**src/rtl/pmod_pkg.sv**
```systemverilog
// Shared widths, event record and priority helper for the PMOD input debouncer.
package pmod_pkg;

  localparam int unsigned PMOD_W   = 8;
  localparam int unsigned IDX_W    = 3;
  localparam int unsigned DB_CNT_W = 4;

  typedef struct packed {
    logic [IDX_W-1:0] idx;
    logic             level;
  } pmod_evt_t;

  function automatic logic [IDX_W-1:0] lowest_set(input logic [PMOD_W-1:0] v);
    logic [IDX_W-1:0] r;
    logic             found;
    r     = '0;
    found = 1'b0;
    for (int unsigned i = 0; i < PMOD_W; i++) begin
      if (v[i] && !found) begin
        r     = IDX_W'(i);
        found = 1'b1;
      end
    end
    return r;
  endfunction

endpackage

```
**src/rtl/pmod_db_chan.sv**
```systemverilog
// One PMOD line: 2-FF synchroniser, tick-based debounce counter and debounced level.
module pmod_db_chan #(
  parameter int unsigned DB_TICKS = 8
) (
  input  logic CLK_48,
  input  logic RST_N,
  input  logic tick,
  input  logic pad,
  output logic state,
  output logic flip
);
  import pmod_pkg::*;

  localparam logic [DB_CNT_W-1:0] CNT_LAST = DB_CNT_W'(DB_TICKS - 1);

  logic [1:0]          sync_ff;
  logic [DB_CNT_W-1:0] cnt;
  logic                disagree;

  assign disagree = sync_ff[1] ^ state;
  assign flip     = tick && disagree && (cnt == CNT_LAST);

  always_ff @(posedge CLK_48 or negedge RST_N) begin
    if (!RST_N) begin
      sync_ff <= '0;
      cnt     <= '0;
      state   <= 1'b0;
    end else begin
      sync_ff <= {sync_ff[0], pad};
      if (!disagree) begin
        cnt <= '0;
      end else if (tick) begin
        if (cnt == CNT_LAST) begin
          state <= sync_ff[1];
          cnt   <= '0;
        end else begin
          cnt <= cnt + DB_CNT_W'(1);
        end
      end
    end
  end

endmodule

```
**src/rtl/pmod_input_debouncer.sv**
```systemverilog
// Debounces 8 PMOD input lines and streams per-channel level changes over valid/ready.
module pmod_input_debouncer
  import pmod_pkg::*;
#(
  parameter int unsigned CLK_HZ   = 48000000,
  parameter int unsigned TICK_HZ  = 1000,
  parameter int unsigned DB_TICKS = 8
) (
  input  logic              CLK_48,
  input  logic              RST_N,
  input  logic [PMOD_W-1:0] PMOD_IN,
  output logic [PMOD_W-1:0] STATE,
  output logic              EVT_VALID,
  input  logic              EVT_READY,
  output logic [IDX_W-1:0]  EVT_IDX,
  output logic              EVT_LEVEL,
  output logic              OVERRUN,
  input  logic              CLR_OVR
);

  localparam int unsigned PS_LAST = CLK_HZ / TICK_HZ - 1;
  localparam int unsigned PS_W    = (PS_LAST > 0) ? $clog2(PS_LAST + 1) : 1;

  logic [PS_W-1:0]   ps;
  logic              tick;
  logic [PMOD_W-1:0] flip;
  logic [PMOD_W-1:0] state_now;
  logic [PMOD_W-1:0] pend;
  logic [PMOD_W-1:0] pend_next;
  logic [PMOD_W-1:0] clr_mask;
  logic [IDX_W-1:0]  sel;
  logic              load;
  logic              take;
  logic              ovr_set;
  pmod_evt_t         evt_next;

  assign tick = (ps == PS_W'(PS_LAST));

  always_ff @(posedge CLK_48 or negedge RST_N) begin
    if (!RST_N) begin
      ps <= '0;
    end else begin
      ps <= tick ? '0 : ps + PS_W'(1);
    end
  end

  for (genvar g = 0; g < PMOD_W; g++) begin : g_chan
    pmod_db_chan #(
      .DB_TICKS(DB_TICKS)
    ) u_chan (
      .CLK_48(CLK_48),
      .RST_N (RST_N),
      .tick  (tick),
      .pad   (PMOD_IN[g]),
      .state (STATE[g]),
      .flip  (flip[g])
    );
  end

  // Level reported with an event is the post-edge value, so fold in this cycle's flips.
  assign state_now = STATE ^ flip;

  always_comb begin
    load     = !EVT_VALID || EVT_READY;
    sel      = lowest_set(pend);
    take     = load && (pend != '0);
    clr_mask = '0;
    if (take) begin
      clr_mask[sel] = 1'b1;
    end
    // A new flip re-arms a bit being drained this cycle without counting as overrun.
    ovr_set        = |(flip & pend & ~clr_mask);
    pend_next      = (pend & ~clr_mask) | flip;
    evt_next.idx   = sel;
    evt_next.level = state_now[sel];
  end

  always_ff @(posedge CLK_48 or negedge RST_N) begin
    if (!RST_N) begin
      pend      <= '0;
      OVERRUN   <= 1'b0;
      EVT_VALID <= 1'b0;
      EVT_IDX   <= '0;
      EVT_LEVEL <= 1'b0;
    end else begin
      pend <= pend_next;
      if (ovr_set) begin
        OVERRUN <= 1'b1;
      end else if (CLR_OVR) begin
        OVERRUN <= 1'b0;
      end
      if (load) begin
        EVT_VALID <= take;
        if (take) begin
          EVT_IDX   <= evt_next.idx;
          EVT_LEVEL <= evt_next.level;
        end
      end
    end
  end

endmodule

```
**config.mk**
```make
export PLATFORM = sky130hd
export DESIGN_NAME = pmod_input_debouncer
export DESIGN_NICKNAME = d
export VERILOG_FILES = /design/src/rtl/pmod_pkg.sv /design/src/rtl/pmod_db_chan.sv /design/src/rtl/pmod_input_debouncer.sv
export SDC_FILE = /design/constraint.sdc
export NUM_CORES = 1
export LEC_CHECK = 0
export ABC_AREA = 1
export BUFFER_PORTS_ARGS = -buffer_cell sky130_fd_sc_hd__buf_2
export CORE_MARGIN = 8
export CORE_UTILIZATION = 34
export CTS_BUF_LIST = sky130_fd_sc_hd__clkbuf_4
export DETAILED_ROUTE_END_ITERATION = 6
export SETUP_SLACK_MARGIN = 0.1
export SLEW_MARGIN = 25
export SYNTH_ARGS = -nofsm -noshare
export SYNTH_HDL_FRONTEND = slang
export SYNTH_SLANG_ARGS = --single-unit
```
**constraint.sdc**
```tcl
create_clock -name CLK_48 -period 1.68 [get_ports CLK_48]
set_input_delay 0.252 -clock CLK_48 [delete_from_list [all_inputs] [get_ports CLK_48]]
set_output_delay 0.252 -clock CLK_48 [all_outputs]
set_load 0.03 [all_outputs]
```
==> flow_summary.json <==
{
  "cap_viol_max_count": 0,
  "gp_congestion": 0.893,
  "post_drt_wl_per_cell_um": 14.3,
  "h-tree-depth": 3,
  "finalNetCount": 696,
  "required_ns": 2.05,
  "synth-main-ff-cell": "dfrtp_1",
  "combPwrFrac": 0.440,
  "relSlewSlack": 0.619,
  "clkTransAtPathRegs_ns": 0.14,
  "core_area_mm2": 0.0125,
  "antenna_found_initial": 0,
  "drive_above_1_share": 0.440,
  "hold-worst-slack_ns": 0.0951,
  "swShare": 0.366,
  "setup_viol_count_final": 35,
  "detailed_place_hpwl_um": 7540,
  "ant_nets": 0,
  "min_period_over_period": 1.12,
  "place_area_mm2": 0.00521,
  "power.density_mw_per_mm2": 1050,
  "avgSynthCellArea_um2": 8.34,
  "r2r_start": "ps[0]",
  "vdd_drop_max_mv": 1.35,
  "ios": 26,
  "ys_seq_area_frac": 0.496,
  "die_h_um": 129,
  "worst_pin_slew_ns": 0.568,
  "die_area_mm2": 0.0166,
  "numPlacedInstances": 784,
  "yosysTopAreaCellShare": 0.496,
  "setup_slack_ns": -0.195,
  "routed_wl_um": 12200,
  "synth-edff-count": 0,
  "grt_pass1_vias": 4221,
  "fp-row-count": 41,
  "p_sw_w": 0.00251,
  "crit_arrival_ns": 2.25,
  "power.internal_w": 0.00435,
  "fin_area_mm2": 0.00651,
  "synthTopCellsByArea": "dfrtp_1 50%, nand2_1 7.9%, inv_1 6.8%, nand3_1 6.3%, nor2_1 6.3%",
  "syn_nets": 541,
  "numPortBuffers": 25,
  "cp-end-kind": "flop",
  "power_leakage_nw": 3.25,
  "cts_root_buffer": "clkbuf_4",
  "seqCellArea_mm2": 0.00215,
  "num_vias": 4119,
  "fp.dieW_um": 129,
  "start_kind": "flop",
  "synthCells": 520,
  "cts_made_buffers": 9,
  "antenna_cells": 0,
  "fmax_mhz": 533,
  "async_flop_share": 1.00,
  "cp_top_family": "simple AND/OR/NAND/NOR gates",
  "synth_top_cells_by_count": "91 x nand2_1, 86 x dfrtp_1, 79 x inv_1, 73 x nor2_1, 55 x nand3_1",
  "pre_cts_slack_ns": -0.224,
  "synthSimpleGateAreaFrac": 0.266,
  "grt_first_pass_wirelength_um": 19400,
  "pwr-share-seq": 0.344,
  "clockBufferDepth": 2,
  "grt_max_degree": 36,
  "dr.pass1.iters": 4,
  "hold_violations": 0,
  "critPathKind": "reg2reg",
  "outcome": "finished, violations left",
  "grt_setup_unrepaired": "true",
  "stdcell_count": 852,
  "areaGrowthSynthToFinish_pct": 50.0,
  "cp.buffers_inverters": 3,
  "report.final.slew_viol_count": 0,
  "floorplan.initialDensity": 0.347,
  "synth-xor-area-share": 0.0384,
  "multi_input_area_mm2": 0.00235,
  "synth_cell_types": 37,
  "worstSetupStartpoint": "ps[0]",
  "synthAdderAreaFrac": 0.0260,
  "hold_class": "in2reg",
  "synth_top_family_by_area": "simple AND/OR/NAND/NOR gates",
  "crit_chain": "ha_2 -> nand2_2 -> nor2_4 -> buf_4 -> buf_6 -> nand2_2 -> nor2_2 -> buf_6 -> nand4_1 -> nor2_1 -> nor2_1 -> nand3_1 -> nor2_2 -> o21ai_1",
  "fin_crit_ns": 1.88,
  "cts_tree": "built",
  "synth_top_cell_by_area": "dfrtp_1",
  "min_from": "EVT_READY",
  "yosysMostFrequentCell": "nand2_1",
  "synth.area.mux_share": 0,
  "nFillCells": 1112,
  "cp_slowest_cell": "dfrtp_1",
  "yosysWarnings": 0,
  "clock_sinks": 86,
  "grt.total_usage": 0.147,
  "drcViolationCount": 0,
  "grt-ovfl-total": 0,
  "worst-path-max-fanout": 7,
  "vias_per_cell": 4.83,
  "synth_compound_area_frac": 0.0810,
  "ys_seq_elements": 86,
  "max_stage_delay_ns": 0.42,
  "fin_util": 0.520,
  "violations": "setup timing",
  "skew_ns": 0.0171,
  "clk_latency_ns": 0.47,
  "syn-cell-area_mm2": 0.00434,
  "drt_first_iter_violations": 198,
  "pwr-share-clk": 0.217
}
## per-stage QoR
stage / total power, W / setup TNS [ns]
2_1_floorplan: 0.00337 / -0.0210
3_3_place_gp: 0.00421 / -1.12
3_5_place_dp: 0.00422 / -2.54
4_1_cts: 0.00627 / -2.05
5_1_grt: 0.00720 / -8.05
6_report: 0.00686 / -3.46
## power groups by stage
stage                     logic [W]  clock network [W]  registers (W)
after detailed placement    0.00185                  0        0.00237
after global routing        0.00321            0.00162        0.00237
final                       0.00301            0.00149        0.00236
after floorplan            0.000905                  0        0.00246
after global placement      0.00184                  0        0.00237
after CTS                   0.00240            0.00154        0.00233
## worst register-to-register path, stage by stage (launching register included)
cell and delay (ns):
dfrtp_1 0.42, ha_2 0.20, nand2_2 0.08, nor2_4 0.04, buf_4 0.13, buf_6 0.11, nand2_2 0.07, nor2_2 0.04
buf_6 0.14, nand4_1 0.10, nor2_1 0.06, nor2_1 0.11, nand3_1 0.10, nor2_2 0.11, o21ai_1 0.08
## sequential cells by signal, indices dropped and copies added (netlist names)
register / count
g_chan.u_chan.state: 8
pend: 8
ps: 16
OVERRUN: 1
EVT_LEVEL: 1
EVT_IDX: 3
g_chan.u_chan.cnt: 32
EVT_VALID: 1
g_chan.u_chan.sync_ff: 16
## worst paths after layout
check                                         endpoint  slack, ns  depth (start not counted)
setup / recovery                               OVERRUN      -0.20                         14
hold / removal                               EVT_VALID        0.1                          4
setup reg to reg                               OVERRUN      -0.20                         14
hold reg to reg            g_chan[7].u_chan.sync_ff[1]       0.36                          0
max in group asynchronous                    EVT_VALID       0.82                          3
min in group asynchronous  g_chan[5].u_chan.sync_ff[0]       0.27                          2
## cells in the final DEF, fill, tap and decap left out, types with 5 or more instances in the layout
cell type	count
a21oi_1	16
a21oi_2	5
buf_2	24
buf_4	88
buf_6	27
clkbuf_4	9
dfrtp_1	85
dlygate4sd3_1	10
ha_1	8
inv_1	69
inv_2	7
nand2_1	60
nand2_2	29
nand2_4	7
nand3_1	30
nand3_2	22
nand3_4	6
nand4_1	11
nor2_1	42
nor2_2	16
nor2_4	23
o21ai_0	5
o21ai_1	8
o21ai_2	10
xnor2_1	8
xor2_1	11
## layer usage
metal  vias up  share of wire  wire, um  track usage
li1       1993              -         -            -
met1      2016           0.44      5400        0.181
met2        84           0.49      6030        0.239
met3        26          0.037       453       0.0306
met4         0          0.027       331       0.0746
met5         -              0         0            0
## final cells by class
| type | instances | share of cell area |
|---|---|---|
| Multi-Input combinational cell | 344 | 0.362 |
| Inverter | 79 | 0.0469 |
| Clock inverter | 7 | 0.0173 |
| Tap cell | 172 | 0.0331 |
| Clock buffer | 9 | 0.0104 |
| Timing Repair Buffer | 155 | 0.200 |
| Sequential cell | 86 | 0.331 |
## cells by family after synthesis
logic type                 after synthesis
and+or+nand+nor                        255
AOI/OAI and AO/OA                       59
buffers and inverters                   92
adders and majority gates                9
DFF                                     86
xor gates and xnor gates                19
## timing repair
| action | CTS | global route |
|---|---|---|
| endpoints found under the hold margin | 39 | 0 |
| hold buffers | 10 | 0 |
| setup endpoints to repair | 51 | 66 |
| buffers inserted | 26 | 24 |
| cloned | 2 | 1 |
| pin swaps | 22 | 46 |
| gates resized for setup | 79 | 121 |
Power figures use the tool's default switching activity.
